File: config.mk
export PLATFORM = sky130hd
export DESIGN_NAME = button_debouncer
export DESIGN_NICKNAME = d
export VERILOG_FILES = /design/src/rtl/debounce_pkg.sv /design/src/rtl/button_debouncer.sv
export SDC_FILE = /design/constraint.sdc
export NUM_CORES = 1
export LEC_CHECK = 0
export ABC_CLOCK_PERIOD_IN_PS = 7100
export BUFFER_PORTS_ARGS = -buffer_cell sky130_fd_sc_hd__buf_2
export CORE_ASPECT_RATIO = 0.7
export CORE_UTILIZATION = 35
export CTS_BUF_LIST = sky130_fd_sc_hd__clkbuf_8
export DETAILED_ROUTE_END_ITERATION = 16
export PLACE_DENSITY_LB_ADDON = 0.2
export SKIP_CTS_REPAIR_TIMING = 1
export SLEW_MARGIN = 40
export SYNTH_ARGS = -nofsm -noshare
export SYNTH_HDL_FRONTEND = slang
export SYNTH_SLANG_ARGS = --single-unit
File: constraint.sdc
create_clock -name CLK -period 7.1 [get_ports CLK]
set_clock_uncertainty 0.2 [all_clocks]
set_input_delay 0.71 -clock CLK [delete_from_list [all_inputs] [get_ports CLK]]
set_output_delay 0.71 -clock CLK [all_outputs]
set_load 0.01 [all_outputs]
File: src/rtl/debounce_pkg.sv
// Shared types and helpers for the button debouncer.
package debounce_pkg;

  // FSM states, exposed on the debug port of button_debouncer.
  typedef enum logic [1:0] {
    IDLE       = 2'd0,
    DB_PRESS   = 2'd1,
    HELD       = 2'd2,
    DB_RELEASE = 2'd3
  } state_t;

  // Bits needed to hold any value 0..n.
  function automatic int cnt_width(input int n);
    return $clog2(n + 1);
  endfunction

endpackage

File: src/rtl/button_debouncer.sv
// Debounces one synchronized button level and emits one-cycle PRESS, RELEASE,
// LONG and REPEAT event pulses alongside a clean LEVEL.
//
// Handshake: none. IN is sampled every rising CLK edge; every output is a
// register. Each pulse output is high for exactly one cycle. No backpressure.
module button_debouncer
  import debounce_pkg::*;
#(
  parameter int DEBOUNCE_CYCLES = 1000000,
  parameter int LONG_CYCLES     = 100000000,
  parameter int REPEAT_CYCLES   = 20000000
) (
  input  logic   CLK,
  input  logic   RST_N,
  input  logic   IN,
  output logic   LEVEL,
  output logic   PRESS,
  output logic   RELEASE,
  output logic   LONG,
  output logic   REPEAT,
  output state_t dbg_state
);

  localparam int DW   = cnt_width(DEBOUNCE_CYCLES);
  localparam int HMAX = (LONG_CYCLES > REPEAT_CYCLES) ? LONG_CYCLES : REPEAT_CYCLES;
  localparam int HW   = cnt_width(HMAX);

  // Terminal counts; the REPEAT one is unused when REPEAT_CYCLES is 0.
  localparam logic [DW-1:0] D_LAST = DW'(DEBOUNCE_CYCLES - 1);
  localparam logic [HW-1:0] L_LAST = HW'(LONG_CYCLES - 1);
  localparam logic [HW-1:0] R_LAST = HW'((REPEAT_CYCLES > 0) ? REPEAT_CYCLES - 1 : 0);

  state_t        state_q, state_d;
  logic [DW-1:0] dcnt_q, dcnt_d;
  logic [HW-1:0] hcnt_q, hcnt_d;
  logic          long_done_q, long_done_d;
  logic          level_q, level_d;
  logic          press_q, press_d;
  logic          release_q, release_d;
  logic          long_q, long_d;
  logic          repeat_q, repeat_d;

  // State, counters and registered outputs; reset drops everything at once.
  always_ff @(posedge CLK or negedge RST_N) begin
    if (!RST_N) begin
      state_q     <= IDLE;
      dcnt_q      <= '0;
      hcnt_q      <= '0;
      long_done_q <= 1'b0;
      level_q     <= 1'b0;
      press_q     <= 1'b0;
      release_q   <= 1'b0;
      long_q      <= 1'b0;
      repeat_q    <= 1'b0;
    end else begin
      state_q     <= state_d;
      dcnt_q      <= dcnt_d;
      hcnt_q      <= hcnt_d;
      long_done_q <= long_done_d;
      level_q     <= level_d;
      press_q     <= press_d;
      release_q   <= release_d;
      long_q      <= long_d;
      repeat_q    <= repeat_d;
    end
  end

  // Next-state, counter and pulse logic; pulses default low every cycle.
  always_comb begin
    state_d     = state_q;
    dcnt_d      = dcnt_q;
    hcnt_d      = hcnt_q;
    long_done_d = long_done_q;
    level_d     = level_q;
    press_d     = 1'b0;
    release_d   = 1'b0;
    long_d      = 1'b0;
    repeat_d    = 1'b0;
    case (state_q)
      IDLE: begin
        if (IN) begin
          state_d = DB_PRESS;
          dcnt_d  = '0;
        end
      end
      DB_PRESS: begin
        if (!IN) begin
          // Glitch: drop back without touching any output.
          state_d = IDLE;
        end else if (dcnt_q == D_LAST) begin
          state_d     = HELD;
          level_d     = 1'b1;
          press_d     = 1'b1;
          hcnt_d      = '0;
          long_done_d = 1'b0;
        end else begin
          dcnt_d = dcnt_q + 1'b1;
        end
      end
      HELD: begin
        if (!IN) begin
          // Hold time is frozen while a release is being debounced.
          state_d = DB_RELEASE;
          dcnt_d  = '0;
        end else if (!long_done_q) begin
          if (hcnt_q == L_LAST) begin
            long_d      = 1'b1;
            long_done_d = 1'b1;
            hcnt_d      = '0;
          end else begin
            hcnt_d = hcnt_q + 1'b1;
          end
        end else if (REPEAT_CYCLES > 0) begin
          if (hcnt_q == R_LAST) begin
            repeat_d = 1'b1;
            hcnt_d   = '0;
          end else begin
            hcnt_d = hcnt_q + 1'b1;
          end
        end
      end
      DB_RELEASE: begin
        if (IN) begin
          // Bounce during release: resume the hold where it left off.
          state_d = HELD;
        end else if (dcnt_q == D_LAST) begin
          state_d     = IDLE;
          level_d     = 1'b0;
          release_d   = 1'b1;
          hcnt_d      = '0;
          long_done_d = 1'b0;
        end else begin
          dcnt_d = dcnt_q + 1'b1;
        end
      end
      default: state_d = IDLE;
    endcase
  end

  assign LEVEL     = level_q;
  assign PRESS     = press_q;
  assign RELEASE   = release_q;
  assign LONG      = long_q;
  assign REPEAT    = repeat_q;
  assign dbg_state = state_q;

endmodule

==> results by group <==
Logic synthesis
  • Sequential share of the synthesized area: 40.7%
  • Mux share of post-synthesis cell area: 2.51%
  • Complex-gate fraction of the synthesized area: 17.4%
  • Syn_area_per_cell: 9.05 um2
  • Synthesized Nets: 379
  • Largest family of logic cells by synthesized area: simple AND/OR/NAND/NOR gates
  • Synth unique cells: 63
  • Synth Flop Type: dfrtp_1
  • Number of synthesis warnings: 0
  • Post-synthesis xor/xnor area fraction: 1.55%
  • Synthesized cell area: 3380 um2
  • Number of synthesized flops with an enable pin: 0
  • Adder-cell area share of the yosys netlist: 0.739%
  • #FFs+latches synth: 55
  • Async SR Flop Fraction: 100%
  • Synth Area in Simple Gates: 31.3%
  • Post-Syn Instances: 374

Clock tree
  • Clock Path Buffers: 2
  • CTS tree: built
  • CTS Buf Count: 5
  • Clk pin slew, worst setup/hold paths: 0.10 ns
  • Worst-skew pair later-pin latency: 0.32 ns
  • H-tree levels: 2
  • Clock Sinks: 55
  • Root buffer cell: clkbuf_8

Layout
  • Core Util, Final: 39.3%
  • Share of layout cells above drive strength 1: 12.9%
  • Nets: 375
  • # fillers: 934
  • Synthesis-to-finish area growth: 6.95%
  • Post-route cell area: 3620 um2
  • # diodes: 0

Timing
  • Max-Slew Margin vs Limit: 53.4%
  • Final setup violation count: 0
  • F_max: 325 MHz
  • Final Max Tran Viols: 0
  • Final hold violation count: 0
  • RSZ-0062 raised after global routing: no
  • Total Neg Setup Slack: 0 ns
  • Min cycle time layout: 3.08 ns
  • Slew @ Worst Pin: 0.697 ns
  • Final worst-path cycle share: 43.3%

Hold path
  • Hold WC Path Type: primary input to async pin

Die
  • Row count: 29
  • Core footprint: 9220 um2
  • Chip height: 84.3 um
  • Ports: 10
  • Initial core utilization: 36.7%
  • Die width: 120 um
  • Die area: 10,100 um2

Worst setup path
  • Required time worst endpoint: 7.11 ns
  • Kind of critical path: register to register
  • Max FO, Critical Path: 12
  • CP Launch Type: register
  • Worst r2r path cells: 6
  • Max incr delay on CP: 0.61 ns
  • Slowest cell on the critical path: nand3_1
  • Critical Path AT: 3.08 ns
  • CP cell instances: ha_1 > nand4_2 > nor3_1 > nand4_1 > nand3_1 > mux2_2
  • CP Capture Type: register

Placement
  • RD Place Congestion: 0.835
  • HPWL Detailed: 5620 um
  • Port bufs: 9
  • Area after DPL: 3500 um2

Global routing
  • Largest net degree at the start of global routing: 56
  • Global route overflow: 0
  • Vias in the first global route: 2,590
  • Tot GR Track Use: 17.6%
  • First-pass GRT wire length: 14,000 um
  • Initial antenna violation count: 0

Power
  • VDD IR-drop max: 0.0000851 V
  • Sw Pwr: 0.237 mW
  • Pwr Density: 201 nW/um2
  • Flop pwr share: 57.1%
  • Power Total: 0.726 mW
  • Switch share: 32.7%
  • Pint: 0.489 mW
  • Clock Power Share: 26.9%
  • Combinational Power Share: 15.9%
  • Leakage: 1.48 nW

Detailed routing
  • Routed len/inst: 16.9 um
  • Initial DRC count: 282
  • DR DRC count: 0
  • Final WL: 8370 um
  • DRT Pass-1 Iters: 4
  • Routed vias/inst: 5.76
  • Via count: 2,849
  • ANT nets after route: 0

Flow run
  • Max cap viols: 0

Run status
  • Run status: finished, final reports clean
flip-flops by register name, summed over array words and instances (netlist names), named ones only:
name / cells
LEVEL: 1
dcnt_q: 20
REPEAT: 1
LONG: 1
hcnt_q: 27
dbg_state: 1
PRESS: 1
RELEASE: 1
long_done_q: 1
routing by layer:
metal	track usage, %	routed length [um]
met2	22.9	3280
met4	4.43	78
met1	29.1	4530
met5	0	0
met3	2.85	487
cell usage after synthesis (all sizes together), types with 3 or more instances:
library cell / n / share of area (%)
a21o: 7 / 1.8
a21oi: 7 / 1.0
a22o: 9 / 2.4
a31oi: 3 / 0.55
a41oi: 6 / 1.6
and3: 8 / 1.6
and4: 13 / 3.4
buf: 10 / 2.6
clkbuf: 14 / 1.6
dfrtp: 55 / 41
inv: 15 / 1.7
mux2: 4 / 1.3
mux2i: 4 / 1.2
nand2: 32 / 3.5
nand3: 24 / 3.5
nand4: 26 / 5.0
nor2: 24 / 2.7
nor3: 15 / 2.2
nor4: 8 / 1.8
nor4b: 3 / 0.96
o2111ai: 4 / 1.2
o211ai: 4 / 0.89
o21ai: 26 / 3.8
o31ai: 4 / 0.89
o41ai: 3 / 0.78
or3: 8 / 1.6
xor2: 4 / 1.0
critical path: cells and delay by family (launching register included):
kind	cells	cell delay (ns)
DFF	1	0.44
and+or+nand+nor	4	1.66
muxes	1	0.40
adders and majority gates	1	0.26
power by group through the flow:
stage	Sequential, mW	Clock (mW)	Combinational (mW)
after global routing	0.425	0.215	0.132
after CTS	0.412	0.204	0.115
after floorplan	0.391	0	0.102
final	0.415	0.195	0.116
after global placement	0.417	0	0.114
after detailed placement	0.418	0	0.115
path summary, 6_finish.rpt:
path | startpoint | to | slack [ns]
worst min register to register | dcnt_q[17] | dcnt_q[17] | 0.37
worst min-delay path | RST_N | hcnt_q[25] | 0.14
worst max-delay path | dcnt_q[0] | hcnt_q[1] | 4.02
min in group CLK | dcnt_q[17] | dcnt_q[17] | 0.37
max in group asynchronous | RST_N | dcnt_q[16] | 6.07
worst max register to register | dcnt_q[0] | hcnt_q[1] | 4.02
layout by cell type, fill, tap and decap left out, types with 3 or more instances in the layout:
master      n
a41oi_1     6
nand2_1    32
o2111ai_1   3
and3_1      7
inv_1      16
mux2_2      4
dfrtp_1    55
nor2_1     24
nor4_1      5
xor2_1      4
and4_1     12
a31oi_1     3
buf_2       9
o41ai_1     3
a22o_1      8
nand4_1    25
nand3_1    24
o21ai_0    26
clkbuf_8    7
a21o_2      6
buf_4       3
or3_1       7
o31ai_1     4
a21oi_1     7
o211ai_1    4
nor4_2      3
mux2i_1     4
nor3_1     15
through the flow:
step,hold WS [ns],std cells,setup slack (ns)
2_1_floorplan,0.214,374,4.48
3_3_place_gp,0.333,486,3.94
3_5_place_dp,0.343,486,4.08
4_1_cts,0.346,494,4.04
5_1_grt,0.145,495,3.72
6_report,0.144,495,4.02
area by class of cell:
| class | count | area (um2) | area share [%] |
|---|---|---|---|
| well taps | 124 | 155 | 4.29 |
| repair buffers | 13 | 87.6 | 2.42 |
| clock inverters | 1 | 3.75 | 0.104 |
| flip-flops and latches | 55 | 1380 | 38.0 |
| inverters | 15 | 56.3 | 1.56 |
| multi-input cells | 280 | 1840 | 51.0 |
| clock buffers | 7 | 96.3 | 2.66 |
cells by family (layout without fill, tap and decap cells):
family	Yosys count	after routing
AO/OA/AOI/OAI	83	83
XOR/XNOR	6	6
adder cells (fa/ha/maj)	2	2
buffers and inverters	39	36
flip-flops	55	55
multiplexers	8	8
AND/OR/NAND/NOR	181	181
Note: power is estimated with default switching activity, not from simulation.
